File: config.mk
export PLATFORM = sky130hd
export DESIGN_NAME = axi_stream_combiner_n
export DESIGN_NICKNAME = d
export VERILOG_FILES = /design/src/rtl/axis_combiner_pkg.sv /design/src/rtl/axis_rr_arbiter.sv /design/src/rtl/axi_stream_combiner_n.sv
export SDC_FILE = /design/constraint.sdc
export NUM_CORES = 1
export LEC_CHECK = 0
export BUFFER_PORTS_ARGS = -buffer_cell sky130_fd_sc_hd__buf_4
export CAP_MARGIN = 20
export CELL_PAD_IN_SITES_DETAIL_PLACEMENT = 1
export CELL_PAD_IN_SITES_GLOBAL_PLACEMENT = 1
export CORE_UTILIZATION = 37
export CTS_CLUSTER_SIZE = 20
export DETAILED_ROUTE_END_ITERATION = 12
export PLACE_DENSITY = 0.78
export REMOVE_ABC_BUFFERS = 1
export SYNTH_ARGS = -nofsm -noshare
export SYNTH_HDL_FRONTEND = slang
export SYNTH_SLANG_ARGS = --single-unit
File: constraint.sdc
create_clock -name clock -period 5.75 [get_ports clock]
set_clock_uncertainty 0.2 [all_clocks]
set_input_delay 0.8625 -clock clock [delete_from_list [all_inputs] [get_ports clock]]
set_output_delay 0.8625 -clock clock [all_outputs]
set_load 0.1 [all_outputs]
File: src/rtl/axis_combiner_pkg.sv
// Shared types and helpers for the AXI-stream combiner: arbitration modes, sideband widths
// and a width-generic sign extension.
package axis_combiner_pkg;

  typedef enum logic {RR, FIXED} arb_mode_t;

  localparam int DEST_WIDTH = 8;
  localparam int USER_WIDTH = 8;
  localparam int MAX_W      = 128;

  // Sign-extends the low src_w bits of din across the full MAX_W-bit word.
  function automatic logic [MAX_W-1:0] sign_extend(input logic [MAX_W-1:0] din, input int src_w);
    logic signed [MAX_W-1:0] v;
    v = din << (MAX_W - src_w);
    return v >>> (MAX_W - src_w);
  endfunction

endpackage

File: src/rtl/axis_rr_arbiter.sv
// One-hot request arbiter, combinational grant, round-robin from an internal pointer or fixed
// lowest-index priority; the pointer moves past the winner only when i_advance marks a transfer.
module axis_rr_arbiter
  import axis_combiner_pkg::*;
#(
  parameter int        N    = 4,
  parameter arb_mode_t MODE = RR
) (
  input  logic                 clock,
  input  logic                 reset,
  input  logic [N-1:0]         i_req,
  input  logic                 i_advance,
  output logic [N-1:0]         o_grant,
  output logic [$clog2(N)-1:0] o_grant_idx,
  output logic                 o_grant_vld
);

  localparam int PW = $clog2(N);

  logic [PW-1:0] r_ptr;

  always_comb begin
    o_grant     = '0;
    o_grant_idx = '0;
    o_grant_vld = 1'b0;
    for (int k = 0; k < N; k++) begin
      int pos;
      pos = (MODE == FIXED) ? k : k + int'(r_ptr);
      if (pos >= N) pos = pos - N;
      if (!o_grant_vld && i_req[PW'(pos)]) begin
        o_grant_vld          = 1'b1;
        o_grant_idx          = PW'(pos);
        o_grant[PW'(pos)]    = 1'b1;
      end
    end
  end

  always_ff @(posedge clock) begin
    if (!reset) begin
      r_ptr <= '0;
    end else if (i_advance) begin
      r_ptr <= (o_grant_idx == PW'(N - 1)) ? '0 : o_grant_idx + 1'b1;
    end
  end

endmodule

File: src/rtl/axi_stream_combiner_n.sv
// N-input AXI-stream merger into one registered output (1-cycle latency, 1 beat/clk, full valid/ready
// backpressure) with per-channel periodic tlast; AXIS_COMBINER_STALL_CNT_EN adds per-input stall counters.
module axi_stream_combiner_n
  import axis_combiner_pkg::*;
#(
  parameter int    N_STREAMS         = 4,
  parameter int    INPUT_DATA_WIDTH  = 16,
  parameter int    OUTPUT_DATA_WIDTH = 32,
  parameter int    TLAST_PERIOD      = 1024,
  parameter string MSB_DEST_SUPPORT  = "TRUE",
  parameter string ARBITRATION       = "ROUND_ROBIN"
) (
  input  logic                                  clock,
  input  logic                                  reset,
  input  logic [N_STREAMS*INPUT_DATA_WIDTH-1:0] i_stream_in_data,
  input  logic [N_STREAMS*DEST_WIDTH-1:0]       i_stream_in_dest,
  input  logic [N_STREAMS*USER_WIDTH-1:0]       i_stream_in_user,
  input  logic [N_STREAMS-1:0]                  i_stream_in_valid,
  output logic [N_STREAMS-1:0]                  o_stream_in_ready,
  output logic [OUTPUT_DATA_WIDTH-1:0]          o_stream_out_data,
  output logic [DEST_WIDTH-1:0]                 o_stream_out_dest,
  output logic [USER_WIDTH-1:0]                 o_stream_out_user,
  output logic                                  o_stream_out_valid,
  output logic                                  o_stream_out_tlast,
  input  logic                                  i_stream_out_ready
`ifdef AXIS_COMBINER_STALL_CNT_EN
  ,
  output logic [N_STREAMS*16-1:0]               o_stall_count
`endif
);

  localparam int N  = N_STREAMS;
  localparam int IW = INPUT_DATA_WIDTH;
  localparam int OW = OUTPUT_DATA_WIDTH;
  localparam int BW = OW - DEST_WIDTH;
  localparam int PW = $clog2(N);
  localparam int CW = $clog2(TLAST_PERIOD) + 1;
  localparam logic [CW-1:0] LAST_CNT = CW'(TLAST_PERIOD - 1);
  localparam arb_mode_t ARB_MODE = (ARBITRATION == "FIXED") ? FIXED : RR;

  logic [N-1:0]          w_grant;
  logic [PW-1:0]         w_sel_idx;
  logic                  w_grant_vld;
  logic                  w_load_en;
  logic                  w_xfer;
  logic                  w_tlast_hit;
  logic [IW-1:0]         w_sel_data;
  logic [DEST_WIDTH-1:0] w_sel_dest;
  logic [USER_WIDTH-1:0] w_sel_user;
  logic [OW-1:0]         w_out_data;

  logic                  r_out_vld;
  logic                  r_out_tlast;
  logic [OW-1:0]         r_out_data;
  logic [DEST_WIDTH-1:0] r_out_dest;
  logic [USER_WIDTH-1:0] r_out_user;
  logic [CW-1:0]         r_cnt [N];

  axis_rr_arbiter #(
    .N    (N),
    .MODE (ARB_MODE)
  ) u_arb (
    .clock       (clock),
    .reset       (reset),
    .i_req       (i_stream_in_valid),
    .i_advance   (w_xfer),
    .o_grant     (w_grant),
    .o_grant_idx (w_sel_idx),
    .o_grant_vld (w_grant_vld)
  );

  // The output register takes a new beat whenever it is empty or being drained this cycle.
  assign w_load_en         = ~r_out_vld | i_stream_out_ready;
  assign o_stream_in_ready = w_grant & {N{w_load_en & reset}};
  assign w_xfer            = w_load_en & w_grant_vld & reset;

  assign w_sel_data  = i_stream_in_data[w_sel_idx*IW +: IW];
  assign w_sel_dest  = i_stream_in_dest[w_sel_idx*DEST_WIDTH +: DEST_WIDTH];
  assign w_sel_user  = i_stream_in_user[w_sel_idx*USER_WIDTH +: USER_WIDTH];
  assign w_tlast_hit = (r_cnt[w_sel_idx] == LAST_CNT);

  generate
    if (MSB_DEST_SUPPORT == "TRUE") begin : g_dest_msb
      logic [BW-1:0] w_ext;
      assign w_ext      = BW'(sign_extend(MAX_W'(w_sel_data), IW));
      assign w_out_data = {w_sel_dest, w_ext};
    end else begin : g_sign_ext
      assign w_out_data = OW'(sign_extend(MAX_W'(w_sel_data), IW));
    end
  endgenerate

  always_ff @(posedge clock) begin
    if (!reset) begin
      r_out_vld   <= 1'b0;
      r_out_tlast <= 1'b0;
      r_out_data  <= '0;
      r_out_dest  <= '0;
      r_out_user  <= '0;
    end else if (w_load_en) begin
      r_out_vld   <= w_grant_vld;
      r_out_tlast <= w_grant_vld & w_tlast_hit;
      if (w_grant_vld) begin
        r_out_data <= w_out_data;
        r_out_dest <= w_sel_dest;
        r_out_user <= w_sel_user;
      end
    end
  end

  always_ff @(posedge clock) begin
    if (!reset) begin
      for (int i = 0; i < N; i++) r_cnt[i] <= '0;
    end else if (w_xfer) begin
      r_cnt[w_sel_idx] <= w_tlast_hit ? '0 : r_cnt[w_sel_idx] + 1'b1;
    end
  end

  assign o_stream_out_valid = r_out_vld;
  assign o_stream_out_tlast = r_out_tlast;
  assign o_stream_out_data  = r_out_data;
  assign o_stream_out_dest  = r_out_dest;
  assign o_stream_out_user  = r_out_user;

`ifdef AXIS_COMBINER_STALL_CNT_EN
  logic [15:0] r_stall [N];

  always_ff @(posedge clock) begin
    for (int i = 0; i < N; i++) begin
      if (!reset) begin
        r_stall[i] <= '0;
      end else if (i_stream_in_valid[i] && !o_stream_in_ready[i] && r_stall[i] != 16'hFFFF) begin
        r_stall[i] <= r_stall[i] + 16'd1;
      end
    end
  end

  generate
    for (genvar gi = 0; gi < N; gi++) begin : g_stall
      assign o_stall_count[16*gi +: 16] = r_stall[gi];
    end
  endgenerate
`endif

endmodule

---- Word level (Yosys, flattened, before mapping) ----
Memories as Yosys holds them, arrays and structs flattened.
Index checks and enable logic that the tools add are counted.
word-level totals
  memories kept ........................... 1
  RAM bits ................................ 44
  input port bits ......................... 135
  output and inout port bits .............. 54
  register bits ........................... 52
  logic and storage cells ................. 100
memories
  name   depth  bits a word  read ports  clocked after memory_dff  wr ports  RTL line                     source
  r_cnt  4      11           1           0                         4         axi_stream_combiner_n.sv:57  logic [CW-1:0] r_cnt [N];
operators by class
  eq/ne operators ......................... 2
  shift operators ......................... 3
  add/subtract/negate cells ............... 9
  muxes and demuxes ....................... 45
  reduce and logical (&&, ||, !) cells .... 12
  magnitude comparators ................... 12
  bitwise gates (word level) .............. 10
operator list
  operator                 count
  $shiftx A32 B6 Y8        2
  $shiftx A64 B7 Y16       1
  $mux W11                 2
  $mux W1                  21
  $mux W2                  10
  $lt A2 B4 Y1 const B     4
  $mux W4                  4
  $or A4 B4 Y4             3
  $add A11 B1 Y11 const B  1
  $eq A11 B10 Y1 const B   1
  $reduce_or A11 Y1        1
  $ge A3 B3 Y1 const B     3
  $bmux W1 S2              4
  $demux W1 S2             4
  $ge A2 B1 Y1 const B     4
  $sub A2 B1 Y2 const B    4
  $logic_and A1 B1 Y1      7
  $add A2 B2 Y3 const A    2
  $and A1 B1 Y1            4
  $and A4 B4 Y4            1
  $add A1 B2 Y3 const A    1
  $ge A2 B3 Y1 const B     1
  $logic_not A1 Y1         3
  $add A2 B1 Y2 const B    1
  4 further kinds          4

---- Depth between registers and ports, before layout ----
  depth in word-level cells ............... 22
  depth in mapped cells ................... 20
  depth with buffers taken out ............ 13

---- Cells and area by module ----
From an unflattened synthesis, not the netlist that was laid out.
second synthesis, totals
  cells, all modules ...................... 358
  area total of the unflattened synthesis .. 4636.9 µm²
by module, submodules not included
  module                 times used  cells an instance  sequential area each (µm²)  area an instance (µm²)
  axi_stream_combiner_n  1           293                2001.9                      4041.4
  axis_rr_arbiter        1           65                 40.0                        595.6

---- Least setup slack after synthesis ----
No wires, ideal clock.
  kind .................................... reg2out
  start point ............................. register u_arb.r_ptr[0]
  end point ............................... output port o_stream_in_ready[2]
  buffers on the path ..................... 3
  path slack .............................. 809 ps
  data required time ...................... 4688 ps
  arrival time ............................ 3879 ps
  cell stages (with the launch flop) ...... 12
  path through ............................ dfxtp_1 > buf_6 > inv_1 > clkbuf_1 > ha_1 > mux4_2 > nor2b_4 > buf_6 > nor2_1 > nor2_1 > a22oi_1 > a21oi_1
between the ends
  word-level cells in the longest chain between the ends .. 16
  elaborated cells between the ends (all ways) .. 64
  those cells by class .................... 7 x add/sub; 12 x order compare; 31 x mux; 4 x bitwise; 10 x reduce/logical
RTL lines
  item                                                                   RTL line                     source
  from (decl)                                                            axis_rr_arbiter.sv:20        logic [PW-1:0] r_ptr;
  from (signal assigned)                                                 axis_rr_arbiter.sv:42        r_ptr <= (o_grant_idx == PW'(N - 1)) ? '0 : o_grant_idx + 1'b1;
  parallel branches: the longest is 14 deep, another holds $lt A2 B4 Y1  n/a
  $mux W4 (*)                                                            axis_rr_arbiter.sv:30        if (!o_grant_vld && i_req[PW'(pos)]) begin
  $and A4 B4 Y4 (*)                                                      axi_stream_combiner_n.sv:74  assign o_stream_in_ready = w_grant & {N{w_load_en & reset}};
  to (decl)                                                              axi_stream_combiner_n.sv:19  output logic [N_STREAMS-1:0] o_stream_in_ready,
Mark *: on every way between the ends. The select of a mux whose other input is x is not followed.

==> impl_metrics.sql <==
INSERT INTO impl_metrics (metric_group, metric, value, unit) VALUES
('synth', 'synth.largest_area_cell', 'sky130_fd_sc_hd__edfxtp_1', ''),
('power_and_ir_drop', 'leakage', '0.00296', 'uW'),
('drt', 'firstDrtPassIters', '4', ''),
('synth', 'post_synth_most_frequent_cells', 'sky130_fd_sc_hd__nand2_1 (77), sky130_fd_sc_hd__a21oi_1 (56), sky130_fd_sc_hd__nor2_1 (48), sky130_fd_sc_hd__edfxtp_1 (44), sky130_fd_sc_hd__o21ai_0 (37)', ''),
('placement', 'detail_placement_hpwl', '14900', 'um'),
('clock_network', 'clock_insertion_delay_worst_skew', '0.35', 'ns'),
('synth', 'mappedNetlistArea', '5420', 'um2'),
('synth', 'postSynth.topFlopCell', 'sky130_fd_sc_hd__edfxtp_1', ''),
('drt', 'detailroute.wirelength.met3', '1000', 'um'),
('clock_network', 'maximum_buffer_depth_of_the_clock_tree', '2', ''),
('critical_path', 'critical_path_cell_sequence', 'inv_1 > ha_1 > mux4_2 > o21a_1 > nor2_4 > buf_4 > nor2_1 > nand2_1 > nand2_1', ''),
('synth', 'postSynthAreaPerCell', '9.06', 'um2'),
('critical_path', 'setup.worst_path.start_class', 'flip-flop', ''),
('synth', 'post_synth_and_or_nand_nor_area_fraction', '21.0', '%'),
('synth', 'yosysSeqAreaShare', '37.7', '%'),
('floorplan', 'dieArea', '15100', 'um2'),
('clock_network', 'cts_tree', 'built', ''),
('timing', 'rsz0062_at_grt', 'false', ''),
('synth', 'ys_ff_latch', '80', ''),
('drt', 'drt-wirelength-per-cell', '21.8', 'um'),
('synth', 'synth_warnings', '0', ''),
('clock_network', 'cts_setup_buffers', '0', ''),
('finish', 'final-instance-count-excl-fill', '935', ''),
('finish', 'final_net_count', '894', ''),
('synth', 'synthXorXnorAreaFrac', '0.624', '%'),
('run_status', 'status', 'finished, final reports clean', ''),
('drt', 'm1WireLength', '8600', 'um'),
('timing', 'maxClockFrequency', '0.191', 'GHz'),
('placement', 'placedCellCount', '919', ''),
('clock_network', 'clkSlewWorstSetupHoldPaths', '0.06', 'ns'),
('global_routing', 'grt.overflow.total', '0', ''),
('timing', 'max_slew.worst_pin.slew', '0.722', 'ns'),
('global_routing', 'grtUsageTotal', '26.4', '%'),
('critical_path', 'criticalPathCategory', 'flip-flop to flip-flop', ''),
('global_routing', 'first_global_vias', '5489', ''),
('critical_path', 'timing.critical_path.required', '5.49', 'ns'),
('timing', 'finalHoldViolations', '0', ''),
('critical_path', 'crit_buf_inv', '2', ''),
('synth', 'synth.area.mux_share', '10.4', '%'),
('power_and_ir_drop', 'power_per_cell_area', '663', 'nW/um2'),
('synth', 'post_synth_inst_count', '598', ''),
('critical_path', 'critical-path-max-stage-delay', '0.76', 'ns'),
('floorplan', 'io_pins', '189', ''),
('timing', 'report.final.setup_viol', '0', ''),
('synth', 'netlist-cell-type-count', '71', ''),
('clock_network', 'cts-hold-fix-buffers', '0', ''),
('drt', 'drt_iter0_drc', '464', ''),
('floorplan', 'rows', '43', ''),
('global_routing', 'antenna_found_initial', '0', ''),
('synth', 'synth_compound_area_share', '21.7', '%'),
('synth', 'yosys-top-cells-area', 'sky130_fd_sc_hd__edfxtp_1 (24%), sky130_fd_sc_hd__dfxtp_1 (13%), sky130_fd_sc_hd__mux4_2 (6.2%), sky130_fd_sc_hd__nand2_1 (5.3%), sky130_fd_sc_hd__a21oi_1 (5.2%)', ''),
('timing', 'final_period_minus_worst_setup_slack', '5.23', 'ns'),
('critical_path', 'slowest_stage', 'sky130_fd_sc_hd__mux4_2', ''),
('critical_path', 'library_cell_appearing_most_often_on_the_critical_path', 'sky130_fd_sc_hd__nand2_1', ''),
('finish', 'drive_gt1_share', '35.0', '%'),
('clock_network', 'cts_bufs_inserted', '9', ''),
('drt', 'drc_errors_left', '0', ''),
('floorplan', 'initial_utilization', '38.4', '%'),
('flow_run', 'number_of_max_cap_violations', '0', ''),
('critical_path', 'critPathCaptureType', 'flip-flop', ''),
('synth', 'synth_enable_flop_cells', '44', ''),
('drt', 'routed_wirelength', '20400', 'um'),
('clock_network', 'cts_max_level', '3', ''),
('synth', 'yosys.area_share.adder', '2.08', '%'),
('clock_network', 'clock_tree.root_cell', 'sky130_fd_sc_hd__clkbuf_16', ''),
('critical_path', 'cp_max_fo', '37', ''),
('placement', 'gp_congestion', '0.871', ''),
('clock_network', 'ctsResizeCount', '0', ''),
('drt', 'drt-vias-per-instance', '5.79', ''),
('timing', 'max-slew-margin-rel', '51.7', '%'),
('global_routing', 'grt_first_pass_wirelength', '30100', 'um');
[worst register-to-register path: stages (launching register included)]
cell and delay, ns:
sky130_fd_sc_hd__dfxtp_1 0.66, sky130_fd_sc_hd__inv_1 0.24, sky130_fd_sc_hd__ha_1 0.61, sky130_fd_sc_hd__mux4_2 0.76, sky130_fd_sc_hd__o21a_1 0.32, sky130_fd_sc_hd__nor2_4 0.34, sky130_fd_sc_hd__buf_4 0.53, sky130_fd_sc_hd__nor2_1 0.14
sky130_fd_sc_hd__nand2_1 0.49, sky130_fd_sc_hd__nand2_1 0.55
[power breakdown]
| group | total, uW | internal [uW] | switching, uW |
|---|---|---|---|
| registers | 982 | 837 | 144 |
| clock network | 570 | 334 | 236 |
| logic | 3190 | 881 | 2310 |
[path summary, 6_finish.rpt]
kind	from	end	slack [ns]	cells after the start
worst max-delay path	u_arb.r_ptr[1]	r_cnt[1][3]	0.52	9
worst min-delay path	o_stream_out_user[1]	o_stream_out_user[1]	0.28	1
worst max register to register	u_arb.r_ptr[1]	r_cnt[1][3]	0.52	9
worst min register to register	o_stream_out_user[1]	o_stream_out_user[1]	0.28	1
[routing by layer]
metal | vias up | global-route usage, %
met5 | - | 0
met4 | 0 | 8.81
met3 | 31 | 4.75
met2 | 166 | 45.3
met1 | 2697 | 33.4
li1 | 2518 | -
[final cells by class]
type                       instances  area (um2)
clock buffer                      10         229
clock inverter                     6        60.1
fill                            1651        6950
inverter                           7        26.3
multi-input combinational        449        3040
sequential                        80        2040
tap                              180         225
timing repair buffer             203        1520
[registers in the layout (all words and copies together), names as in the netlist]
register,flops
o_stream_out_data,24
o_stream_out_tlast,1
o_stream_out_user,8
o_stream_out_valid,1
r_cnt,44
u_arb.r_ptr,2
[kinds of logic after synthesis]
kind of cell,after synthesis
multiplexers,37
buffers and inverters,69
flip-flops,80
XOR/XNOR,3
AO/OA/AOI/OAI,177
adder cells (fa/ha/maj),9
AND/OR/NAND/NOR,223
[stage by stage]
step                      cell area, um2  setup TNS, ns  setup WS [ns]  util (%)  hold WS [ns]
after floorplan                     5090        -101.08          -1.39         -         0.447
after global placement              6860              0          0.837      48.7         0.264
after detailed placement            6860              0          0.583      48.7         0.270
after CTS                           7150              0          0.543      50.7         0.284
after global routing                7150              0          0.121      50.7         0.297
final                               7150              0          0.518      50.7         0.280
[layout by cell type, fill, tap and decap left out, types with 6 or more instances in the layout]
cell type / instances
sky130_fd_sc_hd__nand4_1: 6
sky130_fd_sc_hd__a21oi_1: 56
sky130_fd_sc_hd__ha_1: 9
sky130_fd_sc_hd__nor3_1: 18
sky130_fd_sc_hd__buf_4: 203
sky130_fd_sc_hd__dfxtp_1: 36
sky130_fd_sc_hd__mux2i_1: 17
sky130_fd_sc_hd__clkbuf_16: 9
sky130_fd_sc_hd__a22oi_1: 26
sky130_fd_sc_hd__nor2_1: 47
sky130_fd_sc_hd__mux4_2: 15
sky130_fd_sc_hd__nor2b_1: 10
sky130_fd_sc_hd__and3_1: 6
sky130_fd_sc_hd__o21ai_0: 37
sky130_fd_sc_hd__inv_1: 7
sky130_fd_sc_hd__edfxtp_1: 44
sky130_fd_sc_hd__and2_1: 6
sky130_fd_sc_hd__o21a_1: 6
sky130_fd_sc_hd__nand3_1: 16
sky130_fd_sc_hd__a22o_1: 10
sky130_fd_sc_hd__nand2_1: 77
(Power assumes the default switching activity.)
